--- config.mk ---
export PLATFORM = sky130hd
export DESIGN_NAME = uart_param_ctrl
export DESIGN_NICKNAME = d
export VERILOG_FILES = /design/src/rtl/uart_ctrl_pkg.sv /design/src/rtl/uart_param_ctrl.sv
export SDC_FILE = /design/constraint.sdc
export NUM_CORES = 1
export LEC_CHECK = 0
export CORE_UTILIZATION = 50
export CTS_BUF_LIST = sky130_fd_sc_hd__clkbuf_4 sky130_fd_sc_hd__clkbuf_8
export CTS_CLUSTER_DIAMETER = 30
export DETAILED_ROUTE_END_ITERATION = 10
export PLACE_DENSITY = 0.83
export SETUP_SLACK_MARGIN = 0.1
export SLEW_MARGIN = 20
export SYNTH_ARGS = -nofsm -noshare
export SYNTH_HDL_FRONTEND = slang
export SYNTH_SLANG_ARGS = --single-unit
--- constraint.sdc ---
create_clock -name clk -period 4.1 [get_ports clk]
set_clock_uncertainty 0.1 [all_clocks]
set_input_delay 1.025 -clock clk [delete_from_list [all_inputs] [get_ports clk]]
set_output_delay 1.025 -clock clk [all_outputs]
set_load 0.005 [all_outputs]
--- src/rtl/uart_ctrl_pkg.sv ---
// Shared types and constants for the UART parameter/result link controller.
package uart_ctrl_pkg;

    localparam int WORD_W = 32;
    localparam logic [WORD_W-1:0] SYNC_WORD_DEFAULT = 32'hA5A5_0007;

    typedef enum logic [2:0] {
        IDLE  = 3'd0,
        RECV  = 3'd1,
        START = 3'd2,
        RUN   = 3'd3,
        SEND  = 3'd4
    } ctrl_state_e;

    // Bits needed for a counter that must reach bound-1, never less than one bit.
    function automatic int cnt_width(input int bound);
        return (bound > 1) ? $clog2(bound) : 1;
    endfunction

endpackage

--- src/rtl/uart_param_ctrl.sv ---
// Link-layer sequencer: hunts for the sync word, fills the parameter bank,
// kicks the pricing core, then streams its result words out through the UART.
//
// Handshakes: rx_valid is a one-cycle pulse with no back-pressure; core_start
// and core_done are one-cycle pulses; on the TX side a word moves only on a
// cycle where tx_valid & tx_ready, and tx_valid/tx_data hold steady until then.
module uart_param_ctrl
    import uart_ctrl_pkg::*;
#(
    parameter int                 NUM_PARAMS     = 7,
    parameter int                 NUM_RESULTS    = 2,
    parameter logic [WORD_W-1:0]  SYNC_WORD      = SYNC_WORD_DEFAULT,
    parameter int                 RX_TIMEOUT_CYC = 1_000_000
) (
    input  logic                          clk,
    input  logic                          rst_n,
    input  logic                          rx_valid,
    input  logic [WORD_W-1:0]             rx_data,
    output logic                          tx_valid,
    output logic [WORD_W-1:0]             tx_data,
    input  logic                          tx_ready,
    output logic [NUM_PARAMS*WORD_W-1:0]  params,
    output logic                          core_start,
    input  logic                          core_done,
    input  logic [NUM_RESULTS*WORD_W-1:0] core_result,
    output logic                          busy,
    output logic                          timeout_err,
    output logic                          frame_err,
    output ctrl_state_e                   dbg_state
);

    localparam int IDX_BOUND = (NUM_PARAMS > NUM_RESULTS) ? NUM_PARAMS : NUM_RESULTS;
    localparam int IDX_W     = cnt_width(IDX_BOUND);
    localparam int TMR_W     = cnt_width(RX_TIMEOUT_CYC);

    localparam logic [IDX_W-1:0] LAST_PARAM  = IDX_W'(NUM_PARAMS - 1);
    localparam logic [IDX_W-1:0] LAST_RESULT = IDX_W'(NUM_RESULTS - 1);
    localparam logic [TMR_W-1:0] TMR_LAST    = TMR_W'(RX_TIMEOUT_CYC - 1);

    ctrl_state_e                   state_q,  state_d;
    logic [IDX_W-1:0]              idx_q,    idx_d;
    logic [TMR_W-1:0]              timer_q,  timer_d;
    logic [NUM_PARAMS*WORD_W-1:0]  params_q, params_d;
    logic [NUM_RESULTS*WORD_W-1:0] result_q, result_d;
    logic                          terr_q,   terr_d;
    logic                          ferr_q,   ferr_d;
    logic [WORD_W-1:0]             tx_word;

    // State and datapath registers.
    always_ff @(posedge clk or negedge rst_n) begin
        if (!rst_n) begin
            state_q  <= IDLE;
            idx_q    <= '0;
            timer_q  <= '0;
            params_q <= '0;
            result_q <= '0;
            terr_q   <= 1'b0;
            ferr_q   <= 1'b0;
        end else begin
            state_q  <= state_d;
            idx_q    <= idx_d;
            timer_q  <= timer_d;
            params_q <= params_d;
            result_q <= result_d;
            terr_q   <= terr_d;
            ferr_q   <= ferr_d;
        end
    end

    // Next-state logic: frame collection, core handoff and result streaming.
    always_comb begin
        state_d  = state_q;
        idx_d    = idx_q;
        timer_d  = timer_q;
        params_d = params_q;
        result_d = result_q;
        terr_d   = 1'b0;
        ferr_d   = 1'b0;
        unique case (state_q)
            IDLE: begin
                if (rx_valid && (rx_data == SYNC_WORD)) begin
                    state_d = RECV;
                    idx_d   = '0;
                    timer_d = '0;
                end
            end
            RECV: begin
                // A sync-valued word here is payload, not a resync request.
                if (rx_valid) begin
                    timer_d = '0;
                    for (int i = 0; i < NUM_PARAMS; i++) begin
                        if (idx_q == IDX_W'(i)) begin
                            params_d[WORD_W*i +: WORD_W] = rx_data;
                        end
                    end
                    if (idx_q == LAST_PARAM) begin
                        state_d = START;
                    end else begin
                        idx_d = idx_q + 1'b1;
                    end
                end else if (timer_q == TMR_LAST) begin
                    // Partially written params are deliberately left in place.
                    terr_d  = 1'b1;
                    state_d = IDLE;
                end else begin
                    timer_d = timer_q + 1'b1;
                end
            end
            START: begin
                state_d = RUN;
            end
            RUN: begin
                ferr_d = rx_valid;
                if (core_done) begin
                    result_d = core_result;
                    idx_d    = '0;
                    state_d  = SEND;
                end
            end
            SEND: begin
                ferr_d = rx_valid;
                if (tx_ready) begin
                    if (idx_q == LAST_RESULT) begin
                        state_d = IDLE;
                    end else begin
                        idx_d = idx_q + 1'b1;
                    end
                end
            end
            default: begin
                state_d = IDLE;
            end
        endcase
    end

    // Result word selected for transmission; zero whenever nothing is offered.
    always_comb begin
        tx_word = '0;
        for (int i = 0; i < NUM_RESULTS; i++) begin
            if ((state_q == SEND) && (idx_q == IDX_W'(i))) begin
                tx_word = result_q[WORD_W*i +: WORD_W];
            end
        end
    end

    assign tx_valid    = (state_q == SEND);
    assign tx_data     = tx_word;
    assign core_start  = (state_q == START);
    assign busy        = (state_q != IDLE);
    assign params      = params_q;
    assign timeout_err = terr_q;
    assign frame_err   = ferr_q;
    assign dbg_state   = state_q;

endmodule

## After elaboration in Yosys (flattened, before gate mapping)

Cells that the tools add are included.

| storage, ports and cells | value |
|---|---|
| register bits | 316 |
| latch bits | 0 |
| RAM bits | 0 |
| word-level logic and storage cells | 82 |
| output and inout port bits | 264 |
| memories kept | 0 |
| bits in read-only memories | 0 |
| input port bits | 101 |

| cells by class | value |
|---|---|
| div/mod/pow operators | 0 |
| $add $sub $neg | 2 |
| shifts and indexed selects | 0 |
| multipliers | 0 |
| bitwise operators | 0 |
| reductions and logical operators | 20 |
| equal/unequal tests | 22 |
| $lt $le $gt $ge | 0 |
| multiplexer cells | 25 |

Operators with widths:

| cell | number |
|---|---|
| 32-bit two-way mux | 2 |
| 20-bit two-way mux | 3 |
| 20-bit one-hot mux with 2 select lines | 1 |
| 3-bit two-way mux | 13 |
| 32-bit == test (second input constant) | 1 |
| 3-bit AND reduction | 8 |
| 20-bit by 1-bit adder with 20-bit output (second input constant) | 1 |
| 20-bit == test (second input constant) | 1 |
| 3-bit one-hot mux with 5 select lines | 1 |
| 3-bit by 2-bit == test with 1-bit output (second input constant) | 4 |
| 3-bit == test (second input constant) | 4 |
| 3-bit one-hot mux with 4 select lines | 1 |
| 2-bit != test (second input constant) | 5 |
| 3-bit != test (second input constant) | 3 |
| 7-bit AND reduction | 1 |
| 3-bit by 1-bit == test with 1-bit output (second input constant) | 2 |
| 3-bit zero test | 2 |
| 6-bit AND reduction | 1 |
| 1-bit two-way mux | 4 |
| 2-bit by 1-bit != test with 1-bit output (second input constant) | 2 |
| 4-bit nonzero test | 1 |
| 3-bit by 1-bit adder with 3-bit output (second input constant) | 1 |
| 1-bit logical AND | 3 |
| 3-bit nonzero test | 1 |
| other kinds (3) | 3 |

## Longest topological paths before layout

| depth | value |
|---|---|
| word-level depth | 4 |
| depth in mapped cells | 7 |
| depth with buffers taken out | 7 |

## Worst setup path before layout

No wires, ideal clock.

| path | value |
|---|---|
| kind | flip-flop to output port |
| from | reg state_q[2], in the netlist dbg_state[2] |
| to | out tx_data[10] |
| data arrival time | 1.736 ns |
| setup slack | 1.239 ns |
| stages on the path, launching flop included | 6 |
| path through | dfrtp_1 buf_4 or3b_1 nor4b_2 buf_2 a22o_1 |

| between the ends | value |
|---|---|
| cells in the longest elaborated chain, start to end | 4 |

Ends and longest elaborated chain:

| item | RTL line | RTL |
|---|---|---|
| start: declaration | uart_param_ctrl.sv:40 | `ctrl_state_e state_q, state_d;` |
| start signal: assignment | uart_param_ctrl.sv:60 | `state_q <= state_d;` |
| 3-bit == test * | uart_param_ctrl.sv:140 | `if ((state_q == SEND) && (idx_q == IDX_W'(i))) begin` |
| 1-bit logical AND | uart_param_ctrl.sv:140 |  |
| 32-bit two-way mux | uart_param_ctrl.sv:140 |  |
| 32-bit two-way mux * | uart_param_ctrl.sv:140 |  |
| end: declaration | uart_param_ctrl.sv:20 | `output logic [WORD_W-1:0] tx_data,` |

Mark *: on every way between the ends. The rest lies on a longest branch, timed or not.

## Worst setup path after layout

| path | value |
|---|---|
| from | reg state_q[0], in the netlist dbg_state[0] |
| to | out tx_data[16] |

Same word-level chain as after synthesis.

==> impl_metrics.env <==
export IMPL_ys_types=62
export IMPL_min_period_ns=3.82
export IMPL_grt_max_degree=102
export IMPL_fmax_mhz=262
export IMPL_critical_path_max_stage_delay_ns=0.54
export IMPL_initial_utilization_pct=51.0
export IMPL_drv_slew=0
export IMPL_cts_sinks=316
export IMPL_routabilityCongestion=0.864
export IMPL_ys_ff_latch=316
export IMPL_rows=58
export IMPL_hpwl_mm=24.6
export IMPL_end_kind="output pin"
export IMPL_drt_pass1_iterations=4
export IMPL_status="finished, final reports clean"
export IMPL_insertion_delay_ns=0.58
export IMPL_syn_inst=855
export IMPL_crit_required_ns=2.97
export IMPL_core_um2=25200
export IMPL_ctsHoldBuffers=0
export IMPL_cp_slowest_cell="clkdlybuf4s50_1"
export IMPL_tns_ns=0
export IMPL_syn2layout_area_growth_pct=45.4
export IMPL_hold_violations=0
export IMPL_crit_family="buffers and inverters"
export IMPL_hp_class="input port to asynchronous set/reset pin"
export IMPL_grt_usage_pct=28.5
export IMPL_cts_setup_buffers=0
export IMPL_maxCapViolCount=0
export IMPL_portBuffers=364
export IMPL_crit_path_cell_trace="or3b_1 > nor4b_4 > buf_6 > a22o_1 > clkdlybuf4s50_1"
export IMPL_cts_root_buf="clkbuf_8"
export IMPL_h_tree_depth=3
export IMPL_overflow=0
export IMPL_syn_nets=962
export IMPL_ctsResizeCount=0
export IMPL_p_per_area_nw_per_um2=395
export IMPL_clk_pin_slew_ns=0.05
export IMPL_final_setup_viol_count=0
export IMPL_cp_startpoint="dbg_state[0]$_DFFE_PN0P_"
export IMPL_diodes=0
export IMPL_drc=0
export IMPL_slew_limit_headroom_pct=46.2
export IMPL_seq_area_frac_synth_pct=61.5
export IMPL_worst_pin_slew_ns=0.806
export IMPL_rsz0062_at_grt="false"
export IMPL_period_share_pct=93.2
export IMPL_drive_gt1_share_pct=35.7
export IMPL_start_kind="flop"
export IMPL_io_pins=365
export IMPL_power_w=0.00739
export IMPL_final_net_count=1378
export IMPL_synth_edff_count=0
export IMPL_crit_buf_inv=2
export IMPL_cts_tree="yes"
export IMPL_synth_largest_area_cell="dfrtp_1"
export IMPL_ant_nets=0
export IMPL_syn_cell_area_um2=12900
export IMPL_vias_per_cell=5.50
export IMPL_synthFlopType="dfrtp_1"
export IMPL_clk_path_buf_depth=3
export IMPL_async_reset_ff_share_pct=100
export IMPL_r2r_start="timer_q[6]$_DFFE_PN0P_"
export IMPL_n_fill_cell=1625
export IMPL_die_area_um2=26400
export IMPL_grt_antenna_before_repair=0
export IMPL_first_global_vias=9888
export IMPL_fp_dieW_um=162
export IMPL_cts_buffers=68
export IMPL_synth_warnings=0
export IMPL_avgSynthCellArea_um2=15.0
export IMPL_synthTopCellsByArea="dfrtp_1 62%, mux2_2 25%, a22o_1 2.2%, ha_1 0.58%, buf_2 0.55%"
export IMPL_wl_mm=37.1
export IMPL_die_y_um=162
export IMPL_drt_iter0_drc=559
export IMPL_vias=9113
export IMPL_p_leak_nw=9.02
export IMPL_arrival_ns=2.70
export IMPL_grt_first_pass_wirelength_mm=56.6
export IMPL_synth_top_area_share_pct=61.5
export IMPL_crit_path_max_fanout=32
export IMPL_worstSetupPathType="flop to output pin"
export IMPL_wl_per_cell_um=22.4
export IMPL_ir_drop_uv=353
through the flow:
stage	setup slack [ns]	hold slack (ns)	util [%]	cell area (um2)	std cells
floorplan	1.24	0.380	-	12900	855
global placement	0.532	0.387	67.6	17000	1531
detailed placement	0.554	0.392	67.6	17000	1531
CTS	0.169	0.405	74.2	18700	1657
global route	0.123	0.410	74.2	18700	1657
finish	0.278	0.395	74.2	18700	1657
synth_stat cells (3+ instances only):
library cell / count
o2111ai_1: 3
dfrtp_1: 316
nor3_1: 12
nand2b_1: 3
nand3b_1: 4
inv_1: 7
a21oi_1: 8
ha_1: 6
clkbuf_1: 15
nor2_1: 13
buf_1: 14
mux2_2: 291
nand2_1: 18
a41oi_1: 4
nor2b_1: 3
a211o_1: 5
nand3_1: 14
nand4_1: 3
o21ai_0: 5
buf_2: 14
nor4_2: 3
and3_1: 10
a22o_1: 32
nor4_1: 3
cells by family after synthesis:
kind of cell	synth area share [%]
adders and majority gates	0.584
and+or+nand+nor	5.34
buffers and inverters	1.74
muxes	25.6
xor gates and xnor gates	0.0682
DFF	61.5
AOI/OAI and AO/OA	5.17
worst reg2reg max path, cell delays in order, from the launching register on:
cell and delay, ns:
dfrtp_1 0.54, nand4_1 0.31, nor4_2 0.70, nand4_1 0.22
and3_1 0.24, a211o_1 0.22
registers in the layout, indices dropped and copies added (netlist names):
name / count
dbg_state: 3
timeout_err: 1
result_q: 64
timer_q: 20
idx_q: 3
frame_err: 1
params: 224
worst paths after layout:
kind	endpoint	slack (ns)	cells past startpoint
worst max-delay path	tx_data[16]	0.28	5
worst min-delay path	result_q[17]$_DFFE_PN0P_	0.40	1
worst max register to register	timer_q[18]$_DFFE_PN0P_	1.62	5
worst min register to register	params[178]$_DFFE_PN0P_	0.40	1
max in group asynchronous	params[212]$_DFFE_PN0P_	2.62	2
min in group clk	params[178]$_DFFE_PN0P_	0.40	1
area by class of cell:
| cell class | instances | area [um2] | area share, % |
|---|---|---|---|
| inverters | 7 | 26.3 | 0.141 |
| flip-flops and latches | 316 | 7910 | 42.3 |
| well taps | 330 | 413 | 2.21 |
| multi-input cells | 487 | 4770 | 25.5 |
| clock buffers | 97 | 1230 | 6.61 |
| clock inverters | 29 | 419 | 2.24 |
| repair buffers | 391 | 3920 | 21.0 |
placed cells by master, fill, tap and decap left out, types with 4 or more instances in the layout:
cell type | Yosys | layout
o21ai_0 | 5 | 5
a21oi_1 | 8 | 8
nand3_1 | 14 | 9
nand3b_1 | 4 | 4
a22o_1 | 32 | 32
buf_4 | 1 | 21
nor3_1 | 12 | 12
clkinvlp_4 | 0 | 5
a41oi_1 | 4 | 4
buf_12 | 0 | 5
clkbuf_8 | 0 | 81
a211o_1 | 5 | 5
nor2_1 | 13 | 12
nand3_2 | 0 | 5
clkinv_2 | 0 | 11
clkbuf_4 | 0 | 16
clkdlybuf4s50_1 | 0 | 363
and3_1 | 10 | 9
dfrtp_1 | 316 | 316
inv_1 | 7 | 7
mux2_2 | 291 | 291
nand2_1 | 18 | 16
ha_1 | 6 | 6
bufinv_16 | 0 | 10
report_power, final:
group | switching, W | total, W | internal (W)
clock | 0.00146 | 0.00405 | 0.00259
sequential | 0.00000000000134 | 0.00312 | 0.00312
combinational | 0.000115 | 0.000214 | 0.0000986
layer usage:
metal | up-vias | GRT usage, % | part of all wire, %
met4 | 0 | 13.8 | 4.0
met2 | 333 | 45.8 | 49
met1 | 4712 | 35.0 | 39
met3 | 89 | 8.63 | 7.5
met5 | - | 0 | 0
li1 | 3979 | - | -
Note: power is estimated with default switching activity, not from simulation.
